===== src/rtl/queue_query_responder.sv =====
// queue_query_responder
//   Bounded circular queue (first-word fall-through) with a request/response
//   query port. A query reports array geometry of the queue contents
//   (LOW, HIGH, LEFT, RIGHT, SIZE, INCREMENT) or reads one element by index.
//   The query sees a snapshot of head and count taken in its accept cycle.
//
// Ports
//   clk, rst_n                  clock (rising edge), async active-low reset
//   flush                       synchronous clear of head/tail/count
//   push_valid/ready/data       append at tail
//   pop_valid/ready/data        remove from head, pop_data = mem[head]
//   qry_valid/ready/op/index    query request (op 0..7, index for READ)
//   rsp_valid/ready/data/err    registered query response, held until consumed
module queue_query_responder #(
  parameter int DATA_W = 32,
  parameter int DEPTH  = 16,
  parameter int ADDR_W = $clog2(DEPTH)
) (
  input  logic              clk,
  input  logic              rst_n,
  input  logic              flush,
  input  logic              push_valid,
  output logic              push_ready,
  input  logic [DATA_W-1:0] push_data,
  output logic              pop_valid,
  input  logic              pop_ready,
  output logic [DATA_W-1:0] pop_data,
  input  logic              qry_valid,
  output logic              qry_ready,
  input  logic [2:0]        qry_op,
  input  logic [ADDR_W:0]   qry_index,
  output logic              rsp_valid,
  input  logic              rsp_ready,
  output logic [31:0]       rsp_data,
  output logic              rsp_err
);

  // Bits of an element that fit in the 32-bit response.
  localparam int CW = (DATA_W < 32) ? DATA_W : 32;

  localparam logic [ADDR_W:0]   CNT_ONE  = (ADDR_W+1)'(1);
  localparam logic [ADDR_W:0]   CNT_FULL = (ADDR_W+1)'(DEPTH);
  localparam logic [ADDR_W-1:0] PTR_ONE  = ADDR_W'(1);

  localparam logic [2:0] OP_LOW   = 3'd0;
  localparam logic [2:0] OP_HIGH  = 3'd1;
  localparam logic [2:0] OP_LEFT  = 3'd2;
  localparam logic [2:0] OP_RIGHT = 3'd3;
  localparam logic [2:0] OP_SIZE  = 3'd4;
  localparam logic [2:0] OP_INCR  = 3'd5;
  localparam logic [2:0] OP_READ  = 3'd6;

  typedef enum logic [1:0] {
    IDLE    = 2'd0,
    CAPTURE = 2'd1,
    RESP    = 2'd2
  } state_t;

  logic [DATA_W-1:0] r_mem [DEPTH];
  logic [ADDR_W-1:0] r_head;
  logic [ADDR_W-1:0] r_tail;
  logic [ADDR_W:0]   r_count;

  state_t            r_state;
  logic [2:0]        r_op;
  logic [ADDR_W:0]   r_index;
  logic [ADDR_W-1:0] r_head_s;
  logic [ADDR_W:0]   r_count_s;
  logic              r_rsp_valid;
  logic [31:0]       r_rsp_data;
  logic              r_rsp_err;

  logic              w_push_fire;
  logic              w_pop_fire;
  logic [ADDR_W-1:0] w_rd_addr;
  logic [DATA_W-1:0] w_rd_data;
  logic [31:0]       w_n32;
  logic [31:0]       w_result;
  logic              w_err;

  // Push is blocked while a query is capturing so the snapshot slots stay intact.
  assign push_ready  = (r_count != CNT_FULL) && (r_state != CAPTURE);
  assign pop_valid   = (r_count != '0);
  assign pop_data    = r_mem[r_head];
  assign qry_ready   = (r_state == IDLE);
  assign rsp_valid   = r_rsp_valid;
  assign rsp_data    = r_rsp_data;
  assign rsp_err     = r_rsp_err;

  assign w_push_fire = push_valid & push_ready;
  assign w_pop_fire  = pop_valid & pop_ready;

  // Element storage; never cleared, flush only moves the pointers.
  always_ff @(posedge clk) begin
    if (w_push_fire && !flush) begin
      r_mem[r_tail] <= push_data;
    end
  end

  // Head/tail/count bookkeeping; flush overrides any push/pop in the same cycle.
  always_ff @(posedge clk or negedge rst_n) begin
    if (!rst_n) begin
      r_head  <= '0;
      r_tail  <= '0;
      r_count <= '0;
    end else if (flush) begin
      r_head  <= '0;
      r_tail  <= '0;
      r_count <= '0;
    end else begin
      if (w_push_fire) begin
        r_tail <= r_tail + PTR_ONE;
      end
      if (w_pop_fire) begin
        r_head <= r_head + PTR_ONE;
      end
      case ({w_push_fire, w_pop_fire})
        2'b10:   r_count <= r_count + CNT_ONE;
        2'b01:   r_count <= r_count - CNT_ONE;
        default: r_count <= r_count;
      endcase
    end
  end

  // Query result from the snapshot; the read address wraps modulo DEPTH.
  always_comb begin
    w_rd_addr = r_head_s + r_index[ADDR_W-1:0];
    w_rd_data = r_mem[w_rd_addr];
    w_n32     = 32'(r_count_s);
    w_result  = 32'd0;
    w_err     = 1'b0;
    case (r_op)
      OP_LOW:   w_result = 32'd0;
      OP_HIGH:  w_result = w_n32 - 32'd1;
      OP_LEFT:  w_result = 32'd0;
      OP_RIGHT: w_result = w_n32 - 32'd1;
      OP_SIZE:  w_result = w_n32;
      // LEFT (0) >= RIGHT (N-1) only when N <= 1.
      OP_INCR:  w_result = (r_count_s <= CNT_ONE) ? 32'd1 : 32'hFFFF_FFFF;
      OP_READ: begin
        if (r_index < r_count_s) begin
          w_result = 32'(w_rd_data[CW-1:0]);
        end else begin
          w_err = 1'b1;
        end
      end
      default:  w_err = 1'b1;
    endcase
  end

  // Query FSM: snapshot on accept, compute for one cycle, hold response until consumed.
  always_ff @(posedge clk or negedge rst_n) begin
    if (!rst_n) begin
      r_state     <= IDLE;
      r_op        <= 3'd0;
      r_index     <= '0;
      r_head_s    <= '0;
      r_count_s   <= '0;
      r_rsp_valid <= 1'b0;
      r_rsp_data  <= 32'd0;
      r_rsp_err   <= 1'b0;
    end else begin
      case (r_state)
        IDLE: begin
          if (qry_valid) begin
            r_op      <= qry_op;
            r_index   <= qry_index;
            r_head_s  <= r_head;
            r_count_s <= r_count;
            r_state   <= CAPTURE;
          end
        end
        CAPTURE: begin
          r_rsp_data  <= w_result;
          r_rsp_err   <= w_err;
          r_rsp_valid <= 1'b1;
          r_state     <= RESP;
        end
        RESP: begin
          if (rsp_ready) begin
            r_rsp_valid <= 1'b0;
            r_state     <= IDLE;
          end
        end
        default: begin
          r_rsp_valid <= 1'b0;
          r_state     <= IDLE;
        end
      endcase
    end
  end

endmodule


===== config.mk =====
export PLATFORM = sky130hd
export DESIGN_NAME = queue_query_responder
export DESIGN_NICKNAME = d
export VERILOG_FILES = /design/src/rtl/queue_query_responder.sv
export SDC_FILE = /design/constraint.sdc
export NUM_CORES = 1
export LEC_CHECK = 0
export CAP_MARGIN = 40
export CORE_ASPECT_RATIO = 2
export CORE_MARGIN = 5
export CORE_UTILIZATION = 55
export DETAILED_ROUTE_END_ITERATION = 8
export GPL_ROUTABILITY_DRIVEN = 1
export PLACE_DENSITY = 0.82
export SYNTH_ARGS = -nofsm -noshare
export SYNTH_HDL_FRONTEND = slang
export SYNTH_SLANG_ARGS = --single-unit

===== constraint.sdc =====
create_clock -name clk -period 5.4 [get_ports clk]
set_clock_uncertainty 0.05 [all_clocks]
set_input_delay 1.08 -clock clk [delete_from_list [all_inputs] [get_ports clk]]
set_output_delay 1.08 -clock clk [all_outputs]
set_load 0.05 [all_outputs]

==> impl_metrics.json <==
{
  "run_status": "complete, no violations",
  "ctsResizeCount": 0,
  "rsz0062_at_grt": "false",
  "cp.required_ns": 4.27,
  "path_delay_family": "buffers and inverters",
  "critPathBufInv": 2,
  "post-route-util_pct": 63.4,
  "placed_cell_area_um2": 28900,
  "area_growth_pct": 14.5,
  "clk_pin_slew_ns": 0.07,
  "finalSetupViolCount": 0,
  "dpl_worst_slack_ns": 1.39,
  "fillerInstances": 3208,
  "max-cap-violations": 0,
  "p_sw_w": 0.00566,
  "yosysWarningCount": 0,
  "design.die.area_um2": 53300,
  "fin_crit_sh_pct": 85.7,
  "ios": 116,
  "syn_area_um2": 26700,
  "placed_cells": 2088,
  "netSwitchingFraction_pct": 34.8,
  "max_freq_mhz": 216,
  "yosysTopAreaCell": "edfxtp_1",
  "combPwrFrac_pct": 44.6,
  "synth-edff-count": 512,
  "io_buffers": 115,
  "async_reset_ff_share_pct": 11.4,
  "critPathArrivalTime_ns": 3.50,
  "clock_tree.buffer_depth": 3,
  "rows": 114,
  "post_cts.repair.setup_buffers": 0,
  "cts_made_buffers": 46,
  "viasPerCell": 7.13,
  "slew_violations": 0,
  "end_kind": "output pin",
  "stdcell_count": 2176,
  "slowest_delay_ns": 0.74,
  "place.gp.congestion": 0.798,
  "irDropWorstVdd_uv": 412,
  "cp_cell_sequence": "buf_12 > mux4_2 > mux4_2 > clkdlybuf4s50_1",
  "nets": 1564,
  "timing.setup.tns_ns": 0,
  "cts_tree": "done",
  "start_util_pct": 55.4,
  "synth_fp_nets": 1462,
  "drtIter0Drc": 1930,
  "dominantRegCellSynth": "edfxtp_1",
  "hpwl_um": 42200,
  "cp_max_fo": 76,
  "ant_nets": 0,
  "yosys.cell_types.count": 53,
  "wl_per_cell_um": 32.8,
  "cts_hold_buf": 0,
  "final_cell_area_um2": 30600,
  "vias": 15500,
  "p_leak_nw": 9.82,
  "drt_wl_total_um": 71400,
  "avgSynthCellArea_um2": 19.1,
  "h-tree-depth": 2,
  "ys_ff_latch": 578,
  "grt_max_degree": 77,
  "grt_pass1_wl_um": 107000,
  "synth_area_leaders": "edfxtp_1, mux4_2, dfrtp_1, a21oi_1, a2111o_1",
  "worstSkewPairLatency_ns": 0.58,
  "hold_viol": 0,
  "tightestPinTransition_ns": 0.907,
  "power.density_nw_per_um2": 533,
  "cp-start-kind": "flip-flop",
  "syn-instance-count": 1396,
  "grt_usage_pct": 27.0,
  "core_area_um2": 48200,
  "seqPwrFrac_pct": 32.9,
  "antenna_found_initial": 4,
  "clkPwrFrac_pct": 22.5,
  "die_y_um": 322,
  "worstHoldPathType": "flip-flop to flip-flop",
  "timing.slew.headroom_pct": 39.4,
  "die_w_um": 166,
  "root_buffer": "clkbuf_16",
  "synth-seq-area-share_pct": 63.8,
  "crit_top_cell": "mux4_2",
  "grt-ovfl-total": 0,
  "p_int_w": 0.0106,
  "path_class": "flip-flop to output pin",
  "grt_pass1_vias": 16500,
  "first_pass_iters": 5,
  "period_needed_ns": 4.63,
  "cp_slowest_cell": "clkdlybuf4s50_1",
  "cts_sinks": 578,
  "post-route-drc-count": 0,
  "synth_top_area_share_pct": 57.6,
  "worst_slack_ns": 0.772,
  "drive_gt1_share_pct": 29.8
}
==> worst paths after layout <==
path / slack (ns) / start / endpoint / cells past startpoint
worst min register to register: 0.45 / rsp_data[27] / rsp_data[27] / 1
worst max-delay path: 0.77 / r_head[1] / pop_data[16] / 4
worst min-delay path: 0.45 / rsp_data[27] / rsp_data[27] / 1
worst max register to register: 1.89 / r_index[0] / rsp_data[16] / 7
min in group asynchronous: 0.52 / rst_n / rsp_valid / 1
max in group asynchronous: 3.85 / rst_n / r_head[0] / 2
==> registers in the layout, summed over array words and instances, names as in the netlist <==
register,flops
r_count,5
r_count_s,5
r_head,4
r_head_s,4
r_index,5
r_mem,512
r_op,3
r_state,2
r_tail,4
rsp_data,32
rsp_err,1
rsp_valid,1
==> worst reg2reg max path: stages, from the launching register on <==
cell	delay, ns
dfrtp_1	0.44
ha_4	0.19
fa_4	1.19
buf_4	0.58
mux4_2	0.41
o21ai_0	0.10
a21oi_1	0.10
a2111o_1	0.34
==> through the flow <==
| step | power, W | hold slack, ns |
|---|---|---|
| after floorplan | 0.0109 | 0.435 |
| after global placement | 0.0125 | 0.419 |
| after detailed placement | 0.0127 | 0.441 |
| after CTS | 0.0164 | 0.457 |
| after global routing | 0.0170 | 0.478 |
| final | 0.0163 | 0.451 |
==> synthesized netlist by cell type (2+ instances only) <==
master and n:
a21boi_0 2, mux4_2 288, and3_1 2, nand3_1 68, nor2b_1 4, o21a_1 3, buf_6 8, o21ai_0 61
xnor2_1 6, or3_1 2, xor2_1 5, nor2_1 36, o22ai_1 2, buf_2 26, a21o_1 4, mux2_2 12
and2_1 5, dfrtp_1 66, o2111ai_1 2, mux2i_1 4, nand2_1 20, fa_1 2, buf_1 14, clkbuf_1 54
o21ai_1 12, ha_1 17, a21oi_1 73, inv_1 13, nor3_1 5, a2111o_1 31, a211oi_1 3, edfxtp_1 512
nand2b_1 5, buf_4 10
==> cell usage in the layout (no fill, tap or decap), types with 6 or more instances in the layout <==
master           synthesis  routed
a2111o_1                31      31
a21oi_1                 73      72
buf_12                   0      13
buf_4                   10      35
bufinv_16                0       9
clkbuf_1                54       8
clkbuf_16                0      47
clkdlybuf4s50_1          0     114
clkinv_1                 0       6
dfrtp_1                 66      62
edfxtp_1               512     512
ha_1                    17      16
inv_1                   13      13
mux2_2                  12      12
mux4_2                 288     288
nand2_1                 20      20
nand3_1                 68      67
nor2_1                  36      20
nor2_4                   0      16
o21ai_0                 61      61
o21ai_1                 12      12
xnor2_1                  6       6
==> metal layers <==
metal / global-route usage (%) / vias up / part of all wire (%)
li1: - / 6139 / -
met1: 31.6 / 8015 / 32
met2: 48.0 / 1105 / 53
met3: 4.11 / 252 / 8.8
met4: 14.2 / 0 / 5.9
met5: 0 / - / 0
==> area by class of cell <==
cell class | count | area (um^2) | area share [%]
well taps | 638 | 798 | 2.61
clock inverters | 24 | 357 | 1.17
clock buffers | 60 | 1270 | 4.17
inverters | 13 | 48.8 | 0.160
flip-flops and latches | 578 | 17000 | 55.7
repair buffers | 166 | 1770 | 5.80
diodes | 4 | 10.0 | 0.0327
multi-input cells | 693 | 9280 | 30.3
==> power groups by stage <==
stage / sequential [W] / clock (W) / combinational (W)
global placement: 0.00543 / 0 / 0.00703
global route: 0.00538 / 0.00387 / 0.00772
finish: 0.00536 / 0.00366 / 0.00727
CTS: 0.00536 / 0.00370 / 0.00730
detailed placement: 0.00545 / 0 / 0.00724
floorplan: 0.00552 / 0 / 0.00536
==> cells by family (layout without fill, tap and decap cells) <==
logic type | Yosys count | count (layout) | share of synthesized area (%)
other | 0 | 4 | 0
AO/OA/AOI/OAI | 201 | 201 | 4.78
AND/OR/NAND/NOR | 157 | 157 | 2.89
XOR/XNOR | 11 | 11 | 0.361
flip-flops | 578 | 578 | 63.8
adder cells (fa/ha/maj) | 19 | 19 | 0.947
buffers and inverters | 125 | 263 | 2.25
multiplexers | 305 | 305 | 25.0
No activity file was read; power rests on OpenSTA's default activity.
